**config.mk**
```make
export PLATFORM = sky130hd
export DESIGN_NAME = rx78_kbd_matrix
export DESIGN_NICKNAME = d
export VERILOG_FILES = /design/src/rtl/rx78_kbd_matrix.sv
export SDC_FILE = /design/constraint.sdc
export NUM_CORES = 1
export LEC_CHECK = 0
export CORE_ASPECT_RATIO = 2
export CORE_MARGIN = 2
export CORE_UTILIZATION = 43
export CTS_CLUSTER_SIZE = 8
export DETAILED_ROUTE_END_ITERATION = 10
export DONT_BUFFER_PORTS = 1
export PLACE_DENSITY = 0.62
export SLEW_MARGIN = 20
export SYNTH_ARGS = -nofsm -noshare
export SYNTH_HDL_FRONTEND = slang
export SYNTH_SLANG_ARGS = --single-unit
export TNS_END_PERCENT = 10
```
**constraint.sdc**
```tcl
create_clock -name clk -period 7.8 [get_ports clk]
set_input_delay 0.39 -clock clk [delete_from_list [all_inputs] [get_ports clk]]
set_output_delay 0.39 -clock clk [all_outputs]
set_load 0.005 [all_outputs]
```
**src/rtl/rx78_kbd_matrix.sv**
```systemverilog
// rx78_kbd_matrix
//   Turns the hps_io ps2_key event stream and the MiSTer joystick words into
//   the RX-78 keyboard/joystick matrix that the CPU scans. The CPU writes a
//   strobe (column select) and reads back eight active-low row bits.
//
//   Key path: capture (stage 0) -> event register + map decode (stage 1)
//   -> matrix update (stage 2) -> registered rows_n / any_key.
//   One key event per clock is sustained.
//
// Ports
//   clk      in   system clock, rising edge
//   reset    in   synchronous, active-high
//   ps2_key  in   [10] toggle per event, [9] pressed, [8] E0 prefix, [7:0] scancode
//   joy1     in   joystick 1: [0]R [1]L [2]D [3]U [4]Fire1 [5]Fire2, active-high
//   joy2     in   joystick 2, same layout
//   clear    in   release every keyboard key (held during cartridge download)
//   io_wr    in   one-cycle strobe register write
//   io_din   in   write data, [3:0] is the strobe value
//   rows_n   out  selected column, active-low
//   any_key  out  OR of all keyboard matrix bits
module rx78_kbd_matrix #(
  parameter int NUM_KCOLS = 9,
  parameter int JOY1_COL  = 9,
  parameter int JOY2_COL  = 10
) (
  input  logic        clk,
  input  logic        reset,
  input  logic [10:0] ps2_key,
  input  logic [31:0] joy1,
  input  logic [31:0] joy2,
  input  logic        clear,
  input  logic        io_wr,
  input  logic [7:0]  io_din,
  output logic [7:0]  rows_n,
  output logic        any_key
);

  localparam logic [3:0] JOY1_SEL = 4'(JOY1_COL);
  localparam logic [3:0] JOY2_SEL = 4'(JOY2_COL);

  // Stage 0: toggle tracking and raw capture of {pressed, ext, code}
  logic       tog_q, tog_d;
  logic       cap_v_q, cap_v_d;
  logic [9:0] cap_q, cap_d;

  // Stage 1: event register laid out as {ext, code, pressed}
  logic       evt_v_q, evt_v_d;
  logic [9:0] evt_q, evt_d;

  logic [7:0] matrix_q [NUM_KCOLS];
  logic [7:0] matrix_d [NUM_KCOLS];

  logic [5:0] joy1_q, joy1_d;
  logic [5:0] joy2_q, joy2_d;
  logic [3:0] strobe_q, strobe_d;
  logic [7:0] rows_n_q, rows_n_d;
  logic       any_key_q, any_key_d;

  logic       dec_hit;
  logic [3:0] dec_col;
  logic [2:0] dec_row;
  logic [7:0] sel_col;

  logic       unused_ok;
  assign unused_ok = ^{joy1[31:6], joy2[31:6], io_din[7:4]};

  always_comb begin
    tog_d   = ps2_key[10];
    cap_v_d = ps2_key[10] ^ tog_q;
    cap_d   = ps2_key[9:0];
    evt_v_d = cap_v_q;
    evt_d   = {cap_q[8], cap_q[7:0], cap_q[9]};
  end

  // Scancode map. E0-prefixed codes are separate keys from their plain
  // counterparts, so the lookup key is {ext, code}.
  always_comb begin
    dec_hit = 1'b1;
    dec_col = 4'd0;
    dec_row = 3'd0;
    case (evt_q[9:1])
      9'h045: {dec_col, dec_row} = {4'd0, 3'd0};  // 0
      9'h016: {dec_col, dec_row} = {4'd0, 3'd1};  // 1
      9'h01E: {dec_col, dec_row} = {4'd0, 3'd2};  // 2
      9'h026: {dec_col, dec_row} = {4'd0, 3'd3};  // 3
      9'h025: {dec_col, dec_row} = {4'd0, 3'd4};  // 4
      9'h02E: {dec_col, dec_row} = {4'd0, 3'd5};  // 5
      9'h036: {dec_col, dec_row} = {4'd0, 3'd6};  // 6
      9'h03D: {dec_col, dec_row} = {4'd0, 3'd7};  // 7
      9'h03E: {dec_col, dec_row} = {4'd1, 3'd0};  // 8
      9'h046: {dec_col, dec_row} = {4'd1, 3'd1};  // 9
      9'h04C: {dec_col, dec_row} = {4'd1, 3'd2};  // ;
      9'h052: {dec_col, dec_row} = {4'd1, 3'd3};  // '
      9'h041: {dec_col, dec_row} = {4'd1, 3'd4};  // ,
      9'h04E: {dec_col, dec_row} = {4'd1, 3'd5};  // -
      9'h049: {dec_col, dec_row} = {4'd1, 3'd6};  // .
      9'h04A: {dec_col, dec_row} = {4'd1, 3'd7};  // /
      9'h00E: {dec_col, dec_row} = {4'd2, 3'd0};  // `
      9'h01C: {dec_col, dec_row} = {4'd2, 3'd1};  // A
      9'h032: {dec_col, dec_row} = {4'd2, 3'd2};  // B
      9'h021: {dec_col, dec_row} = {4'd2, 3'd3};  // C
      9'h023: {dec_col, dec_row} = {4'd2, 3'd4};  // D
      9'h024: {dec_col, dec_row} = {4'd2, 3'd5};  // E
      9'h02B: {dec_col, dec_row} = {4'd2, 3'd6};  // F
      9'h034: {dec_col, dec_row} = {4'd2, 3'd7};  // G
      9'h033: {dec_col, dec_row} = {4'd3, 3'd0};  // H
      9'h043: {dec_col, dec_row} = {4'd3, 3'd1};  // I
      9'h03B: {dec_col, dec_row} = {4'd3, 3'd2};  // J
      9'h042: {dec_col, dec_row} = {4'd3, 3'd3};  // K
      9'h04B: {dec_col, dec_row} = {4'd3, 3'd4};  // L
      9'h03A: {dec_col, dec_row} = {4'd3, 3'd5};  // M
      9'h031: {dec_col, dec_row} = {4'd3, 3'd6};  // N
      9'h044: {dec_col, dec_row} = {4'd3, 3'd7};  // O
      9'h04D: {dec_col, dec_row} = {4'd4, 3'd0};  // P
      9'h015: {dec_col, dec_row} = {4'd4, 3'd1};  // Q
      9'h02D: {dec_col, dec_row} = {4'd4, 3'd2};  // R
      9'h01B: {dec_col, dec_row} = {4'd4, 3'd3};  // S
      9'h02C: {dec_col, dec_row} = {4'd4, 3'd4};  // T
      9'h03C: {dec_col, dec_row} = {4'd4, 3'd5};  // U
      9'h02A: {dec_col, dec_row} = {4'd4, 3'd6};  // V
      9'h01D: {dec_col, dec_row} = {4'd4, 3'd7};  // W
      9'h022: {dec_col, dec_row} = {4'd5, 3'd0};  // X
      9'h035: {dec_col, dec_row} = {4'd5, 3'd1};  // Y
      9'h01A: {dec_col, dec_row} = {4'd5, 3'd2};  // Z
      9'h054: {dec_col, dec_row} = {4'd5, 3'd3};  // [
      9'h05D: {dec_col, dec_row} = {4'd5, 3'd4};  // backslash
      9'h05B: {dec_col, dec_row} = {4'd5, 3'd5};  // ]
      9'h055: {dec_col, dec_row} = {4'd5, 3'd6};  // =
      9'h066: {dec_col, dec_row} = {4'd5, 3'd7};  // Backspace
      9'h005: {dec_col, dec_row} = {4'd6, 3'd0};  // F1
      9'h006: {dec_col, dec_row} = {4'd6, 3'd1};  // F2
      9'h004: {dec_col, dec_row} = {4'd6, 3'd2};  // F3
      9'h00C: {dec_col, dec_row} = {4'd6, 3'd3};  // F4
      9'h003: {dec_col, dec_row} = {4'd6, 3'd4};  // F5
      9'h00D: {dec_col, dec_row} = {4'd6, 3'd5};  // Tab
      9'h076: {dec_col, dec_row} = {4'd6, 3'd6};  // Esc
      9'h029: {dec_col, dec_row} = {4'd6, 3'd7};  // Space
      9'h05A: {dec_col, dec_row} = {4'd7, 3'd0};  // Enter
      9'h16C: {dec_col, dec_row} = {4'd7, 3'd1};  // Home
      9'h174: {dec_col, dec_row} = {4'd7, 3'd2};  // Right
      9'h16B: {dec_col, dec_row} = {4'd7, 3'd3};  // Left
      9'h170: {dec_col, dec_row} = {4'd7, 3'd4};  // Insert
      9'h175: {dec_col, dec_row} = {4'd7, 3'd5};  // Up
      9'h172: {dec_col, dec_row} = {4'd7, 3'd6};  // Down
      9'h171: {dec_col, dec_row} = {4'd7, 3'd7};  // Delete
      9'h012: {dec_col, dec_row} = {4'd8, 3'd0};  // Shift L
      9'h059: {dec_col, dec_row} = {4'd8, 3'd0};  // Shift R, same bit as Shift L
      9'h014: {dec_col, dec_row} = {4'd8, 3'd1};  // Ctrl
      9'h058: {dec_col, dec_row} = {4'd8, 3'd2};  // Caps Lock
      default: dec_hit = 1'b0;
    endcase
  end

  // Clear overrides any update landing in the same cycle; events still in
  // the pipeline are applied normally once clear drops.
  always_comb begin
    matrix_d = matrix_q;
    if (clear) begin
      for (int c = 0; c < NUM_KCOLS; c++) matrix_d[c] = 8'h00;
    end else if (evt_v_q && dec_hit) begin
      for (int c = 0; c < NUM_KCOLS; c++) begin
        if (dec_col == c[3:0]) matrix_d[c][dec_row] = evt_q[0];
      end
    end
  end

  always_comb begin
    joy1_d   = joy1[5:0];
    joy2_d   = joy2[5:0];
    strobe_d = io_wr ? io_din[3:0] : strobe_q;

    sel_col = 8'h00;
    for (int c = 0; c < NUM_KCOLS; c++) begin
      if (strobe_q == c[3:0]) sel_col = matrix_q[c];
    end
    if (strobe_q == JOY1_SEL)      sel_col = {2'b00, joy1_q};
    else if (strobe_q == JOY2_SEL) sel_col = {2'b00, joy2_q};
    rows_n_d = ~sel_col;

    any_key_d = 1'b0;
    for (int c = 0; c < NUM_KCOLS; c++) any_key_d = any_key_d | (|matrix_q[c]);
  end

  // tog_q reloads from the live toggle bit in reset so a toggle that was
  // mid-flight (or simply left high) is not replayed afterwards.
  always_ff @(posedge clk) begin
    if (reset) begin
      tog_q     <= ps2_key[10];
      cap_v_q   <= 1'b0;
      cap_q     <= '0;
      evt_v_q   <= 1'b0;
      evt_q     <= '0;
      for (int c = 0; c < NUM_KCOLS; c++) matrix_q[c] <= 8'h00;
      joy1_q    <= '0;
      joy2_q    <= '0;
      strobe_q  <= 4'hF;
      rows_n_q  <= 8'hFF;
      any_key_q <= 1'b0;
    end else begin
      tog_q     <= tog_d;
      cap_v_q   <= cap_v_d;
      cap_q     <= cap_d;
      evt_v_q   <= evt_v_d;
      evt_q     <= evt_d;
      for (int c = 0; c < NUM_KCOLS; c++) matrix_q[c] <= matrix_d[c];
      joy1_q    <= joy1_d;
      joy2_q    <= joy2_d;
      strobe_q  <= strobe_d;
      rows_n_q  <= rows_n_d;
      any_key_q <= any_key_d;
    end
  end

  assign rows_n  = rows_n_q;
  assign any_key = any_key_q;

endmodule
```
* Word-level counts from Yosys, hierarchy flattened
Index checks and enable logic that the tools add are counted.
** Storage, ports and cells
- Input port bits :: 87
- Word-level logic and storage cells :: 181
- Bits in registers :: 120
- Output and inout bits :: 9
** Operators by class
- Multiplexer cells :: 25
- Eq/ne operators :: 86
- Reductions and logical operators :: 39
- Magnitude comparators :: 2
- Bitwise operators :: 10
** Operators by type and width (number)
- 9-bit by 6-bit equality test with 1-bit output, second input constant :: 23
- 9-bit by 7-bit equality test with 1-bit output, second input constant :: 22
- 8-bit OR reduction :: 21
- 8-bit 2-to-1 mux :: 11
- 9-bit by 5-bit equality test with 1-bit output, second input constant :: 9
- 8-bit bitwise mux :: 9
- 68-bit OR reduction :: 1
- 9-bit equality test, second input constant :: 7
- 4-bit by 3-bit equality test with 1-bit output, second input constant :: 8
- 4-bit one-hot mux with 8 select lines :: 1
- 9-bit by 3-bit equality test with 1-bit output, second input constant :: 3
- 9-bit by 4-bit equality test with 1-bit output, second input constant :: 3
- 3-bit one-hot mux with 7 select lines :: 1
- 2-bit AND reduction :: 9
- 9-bit OR reduction :: 2
- 4-bit by 2-bit equality test with 1-bit output, second input constant :: 4
- 4-bit equality test, second input constant :: 4
- 9-bit by 2-bit equality test with 1-bit output, second input constant :: 1
- 4-bit by 1-bit equality test with 1-bit output, second input constant :: 2
- 4-bit zero test :: 2
- 8-bit NOT :: 1
- 1-bit bitwise OR :: 8
- 3-bit by 4-bit less-than comparator with 1-bit output, second input constant :: 1
- 4-bit OR reduction :: 1
- other kinds (6) :: 8

* Logic depth before layout (Yosys ltp)
- Depth in word-level cells :: 13
- Depth in mapped cells :: 12
- Gate-level depth less buffers :: 8

* Worst setup path after synthesis
No wires, ideal clock.
- Kind :: register to register
- Start :: reg evt_q[6]
- End :: reg matrix_q[51] (netlist name)
- Period minus slack after synthesis :: 2583 ps
- Path buffers :: 3
- Setup time :: 154 ps
- Cell stages (with the launch flop) :: 12
- Arrival :: 2429 ps
- Path slack :: 5217 ps
- Data required time :: 7646 ps
- Cells stage by stage :: dfxtp_1 buf_6 buf_6 nor3b_1 o2111ai_1 o211ai_1 nor4b_4 nand3_2 or3b_4 buf_6 o211ai_2 o31ai_2
** On the way
- Cells in the longest elaborated chain, start to end :: 8
- Elaborated cells on any way between the ends :: 96
- Those cells by class :: 2 x order compare; 69 x eq/ne; 6 x mux; 19 x reduce/logical
** Ends and longest elaborated chain
- start, declared :: line 48 : logic [9:0] evt_q, evt_d;
- start signal, assigned :: line 204 : evt_q <= evt_d;
- 9-bit by 7-bit equality test with 1-bit output, or another cell as far along :: line 81 : case (evt_q[9:1])
- 9-bit OR reduction (no source line) / 8-bit OR reduction (equally long branches)
- 3-bit one-hot mux with 7 select lines :: line 81
- 3-bit by 4-bit less-than comparator with 1-bit output (not written as such) / 3-bit by 1-bit greater-or-equal comparator with 1-bit output (equally long branches) :: line 162 : if (dec_col == c[3:0]) matrix_d[c][dec_row] = evt_q[0];
- 1-bit logical AND (not written as such) :: line 162
- 1-bit 2-to-1 mux (not written as such) :: line 162
- 1-bit demux with 3-bit select :: line 162
- 8-bit bitwise mux :: line 162
- end, declared :: line 50 : logic [7:0] matrix_q [NUM_KCOLS];
Parallel ways exist; a longest one is shown, timed or not.
A chain may end at the register's enable or synchronous reset.

* Worst setup path after layout
- Start :: reg evt_q[8]
- End :: reg matrix_q[62] (netlist name)
The elaborated chain is that of the path after synthesis.

==> out/results.env <==
YOSYSSEQAREASHARE=0.340
START_UTIL=0.437
SYNTH-ADDER-AREA-SHARE=0
ASYNCSETRESETFLOPFRACSYNTH=0
ANTENNA_CELLS_INSERTED=0
DIE_AREA_UM2=17500
CTS_TREE='done'
RSZ0062_AT_GRT='false'
TOTAL_NUMBER_OF_CLOCK_TREE_SINKS=120
CLKTRANSATPATHREGS_NS=0.06
TIMING.SETUP.TNS_NS=0
CTS_RESIZED=0
MAX_FREQ_MHz=244
TOTAL_SWITCHING_POWER_mW=0.389
CTS_ROOT_BUFFER='clkbuf_16'
VDD_DROP_MAX_mV=0.191
MET2_TRACK_UTILIZATION_FROM_GLOBAL_ROUTING=0.459
TRACK_USAGE=0.268
CLOCK_LATENCY_NS=0.42
POSTSYNTHREGISTERBITS=120
POST_DRT_WL_PER_CELL_UM=23.3
FIN_NETS=847
SETUP.WORST_PATH.CLASS='reg2reg'
AVGVIACOUNTPERCELL=6.38
WORST_PIN_SLEW_NS=1.01
GRT_MAX_DEGREE=71
SYNTH_TOP_FAMILY_BY_AREA='simple AND/OR/NAND/NOR gates'
SHARE_OF_THE_SYNTHESIZED_NETLIST_AREA_TAKEN_BY_XOR_AND_XNOR_GATES=0.00495
POWER.INTERNAL_mW=1.14
YOSYS.CELL_TYPES.COUNT=85
YOSYS.AREA.TOP_TYPE_SHARE=0.340
SYNTH_ENABLE_FLOP_CELLS=0
FP.DIEH_UM=185
SYNTH_AREA_PER_CELL_UM2=8.86
IO_PINS=96
DRT-INITIAL-DRC-COUNT=355
N_FILL_CELL=1620
POWER.SWITCHING_FRACTION=0.254
MULTIINPUTGATEAREA_UM2=4300
TIMING.CRITICAL_PATH.FROM_TYPE='register'
CLOCK_POWER_SHARE=0.505
POST_SYNTH_INSTANCE_AREA_UM2=7070
SYNTHFLOPTYPE='dfxtp_1'
TYPE_OF_THE_TIGHTEST_MIN_DELAY_CHECK='in2reg'
FIRST_GLOBAL_VIAS=6241
NUMCTSBUFFERS=17
SLOWEST_STAGE='dfxtp_1'
STORAGE_CELL_AREA_UM2=2400
LAYOUT-DRIVE-GT1-SHARE=0.138
GP_CONGESTION=0.991
CORE_AREA_UM2=16200
ROUTED_WL_MM=22.8
SYNTHMUXAREASHARE=0.107
CRIT_CHAIN='nor2_1 > nand2_1 > o22ai_1 > nor3_2 > nand3_2 > nor3b_2 > nand2_1 > mux2i_1'
SYNTH.LARGEST_AREA_CELL='dfxtp_1'
DR_TOTAL_VIAS=6237
GLOBAL_ROUTE.PEAK_USAGE_LAYER='met2'
NETLIST_INSTANCES=798
SLOWEST_DELAY_NS=0.85
CRITICAL_PATH.TOP_DELAY_FAMILY='simple AND/OR/NAND/NOR gates'
SYNTH.NET_COUNT=885
YOSYS_WARNINGS=0
POWER_SHARE_OF_THE_COMBINATIONAL_GROUP=0.080
SEQ_POWER_SHARE=0.415
DRV_SLEW=0
DR.PASS1.ITERS=7
GLOBALROUTEMET3UTIL=0.0415
MAXCAPVIOLATIONS=0
POST-ROUTE-DRC-COUNT=0
CLK_PATH_BUF_DEPTH=2
SYNTH_TOP_CELLS_BY_AREA='dfxtp_1 (34%), mux2i_1 (7.4%), nor2b_1 (5.4%), nand2_1 (4.4%), o211ai_1 (3.0%)'
MAXSLEWHEADROOM=0.323
POST_SYNTH_AND_OR_NAND_NOR_AREA_FRACTION=0.297
P_LEAK_nW=2.74
HOLD_SLACK_NS=0.0346
CTSHOLDBUFFERS=1
WORST-PATH-MAX-FANOUT=19
RUN_STATUS='completed'
TIMING.FINAL.CRIT_PERIOD_NS=4.09
GROUTE.LAYER.MET1.USAGE=0.271
CP_NUM_BUF_INV=0
CTS-HTREE-LEVELS=4
DIE_X_UM=94.7
END_KIND='register'
GLOBAL_ROUTE_WIRE_LENGTH_BEFORE_REPAIR_MM=35.1
DP_SLACK_NS=3.93
SETUP_SLACK_NS=3.71
POST_CTS_BUFFERS=0
SYNTHTOLAYOUTAREAGROWTH_PCT=8.69
CRIT_TOP_CELL='nand2_1'
DPL.HPWL_MM=16.0
PLACE.PORT_BUFFERS=0
NUMBER_OF_ANTENNA_VIOLATIONS_AT_THE_FIRST_CHECK_IN_GLOBAL_ROUTING=0
FINAL_MIN_PERIOD_OVER_CLOCK_PERIOD=0.525
CLOCK_TREE_SKEW_AFTER_FINAL_LAYOUT_NS=0.00617
HOLD_VIOL_FINAL=0
POWER.DENSITY_nW_PER_UM2=199
CP.REQUIRED_NS=8.06
SETUP_VIOL=0
FP-ROW-COUNT=66
DRTANTENNAVIOLNETS=0
COMPLEX_GATE_FRACTION_OF_THE_SYNTHESIZED_AREA=0.196
GRT_RESIDUAL_OVERFLOW=0
CP.ARRIVAL_NS=4.35
-- cell type report --
cell class                      instances  share of cell area
Sequential cell                       120               0.313
Timing Repair Buffer                   16              0.0160
Inverter                                4             0.00195
Clock inverter                         14              0.0194
Multi-Input combinational cell        601               0.560
Clock buffer                           18              0.0571
Tap cell                              204              0.0332
-- kinds of logic after synthesis --
| group | count (synthesis) |
|---|---|
| mux | 65 |
| xor+xnor | 4 |
| compound gates | 176 |
| flops | 120 |
| simple gates | 356 |
| buf+inv | 77 |
-- flip-flops by register name, summed over array words and instances, names as in the netlist --
register  flops
any_key       1
cap_q        10
cap_v_q       1
evt_q        10
evt_v_q       1
joy1_q        6
joy2_q        6
matrix_q     72
rows_n        8
strobe_q      4
tog_q         1
-- stage by stage --
step	util	cell area (um2)	power (mW)	std cells
finish	0.475	7680	1.53	977
global route	0.475	7680	1.57	977
CTS	0.475	7680	1.54	977
detailed placement	0.438	7080	0.767	944
global placement	0.438	7080	0.767	944
floorplan	-	7070	0.743	798
-- metal layers --
layer  part of all wire  vias to the layer above
met5                  0                        -
met4              0.095                        0
met3              0.044                      101
met2               0.52                      281
met1               0.34                     2945
li1                   -                     2910
-- power by group through the flow --
stage / registers (mW) / logic [mW] / clock network (mW)
global route: 0.636 / 0.131 / 0.806
detailed placement: 0.648 / 0.119 / 0
CTS: 0.635 / 0.120 / 0.785
global placement: 0.648 / 0.119 / 0
finish: 0.635 / 0.122 / 0.773
floorplan: 0.642 / 0.101 / 0
-- worst paths after layout --
path	cells past startpoint	startpoint	slack [ns]	to
setup reg to reg	8	evt_q[8]	3.71	matrix_q[62]
hold / removal	1	clear	0.03	matrix_q[0]
setup / recovery	8	evt_q[8]	3.71	matrix_q[62]
hold reg to reg	1	cap_q[8]	0.43	evt_q[9]
-- cells in the final DEF, fill, tap and decap left out, types with 4 or more instances in the layout --
master,count
nand2_1,82
o211ai_1,28
dfxtp_1,120
a32oi_1,4
a31oi_1,6
o41ai_1,8
nand2b_1,32
o311ai_2,4
nor2b_1,61
and2_1,5
o31ai_2,6
or4_1,4
clkbuf_16,17
buf_4,15
a22oi_1,4
nor3b_1,10
o2111ai_1,4
nand3_1,29
o21ai_0,22
o31ai_1,20
nor4_1,25
clkinvlp_4,4
o211ai_2,4
mux2i_1,52
nor2_1,28
a21oi_1,18
xnor2_1,4
o22ai_1,6
a211o_1,6
a211oi_1,4
nor3_1,10
and3b_1,6
nor3_2,4
and4_1,5
mux4_2,8
mux2_2,5
nand3b_1,5
nand4_1,13
-- synth_stat cells (6+ instances only) --
library cell and instances:
dfxtp_1 120, nand2_1 83, nor2b_1 61, mux2i_1 52, clkbuf_1 39, nand2b_1 32, nor2_1 30, nand3_1 29
o211ai_1 28, nor4_1 26, o21ai_0 22, o31ai_1 20, a21oi_1 18, buf_2 14, nand4_1 13, nor3_1 10
nor3b_1 10, buf_6 8, mux4_2 8, o41ai_1 8, a211o_1 6, a31oi_1 6, and3b_1 6, buf_4 6
o22ai_1 6, o31ai_2 6
No activity file was read; power rests on OpenSTA's default activity.
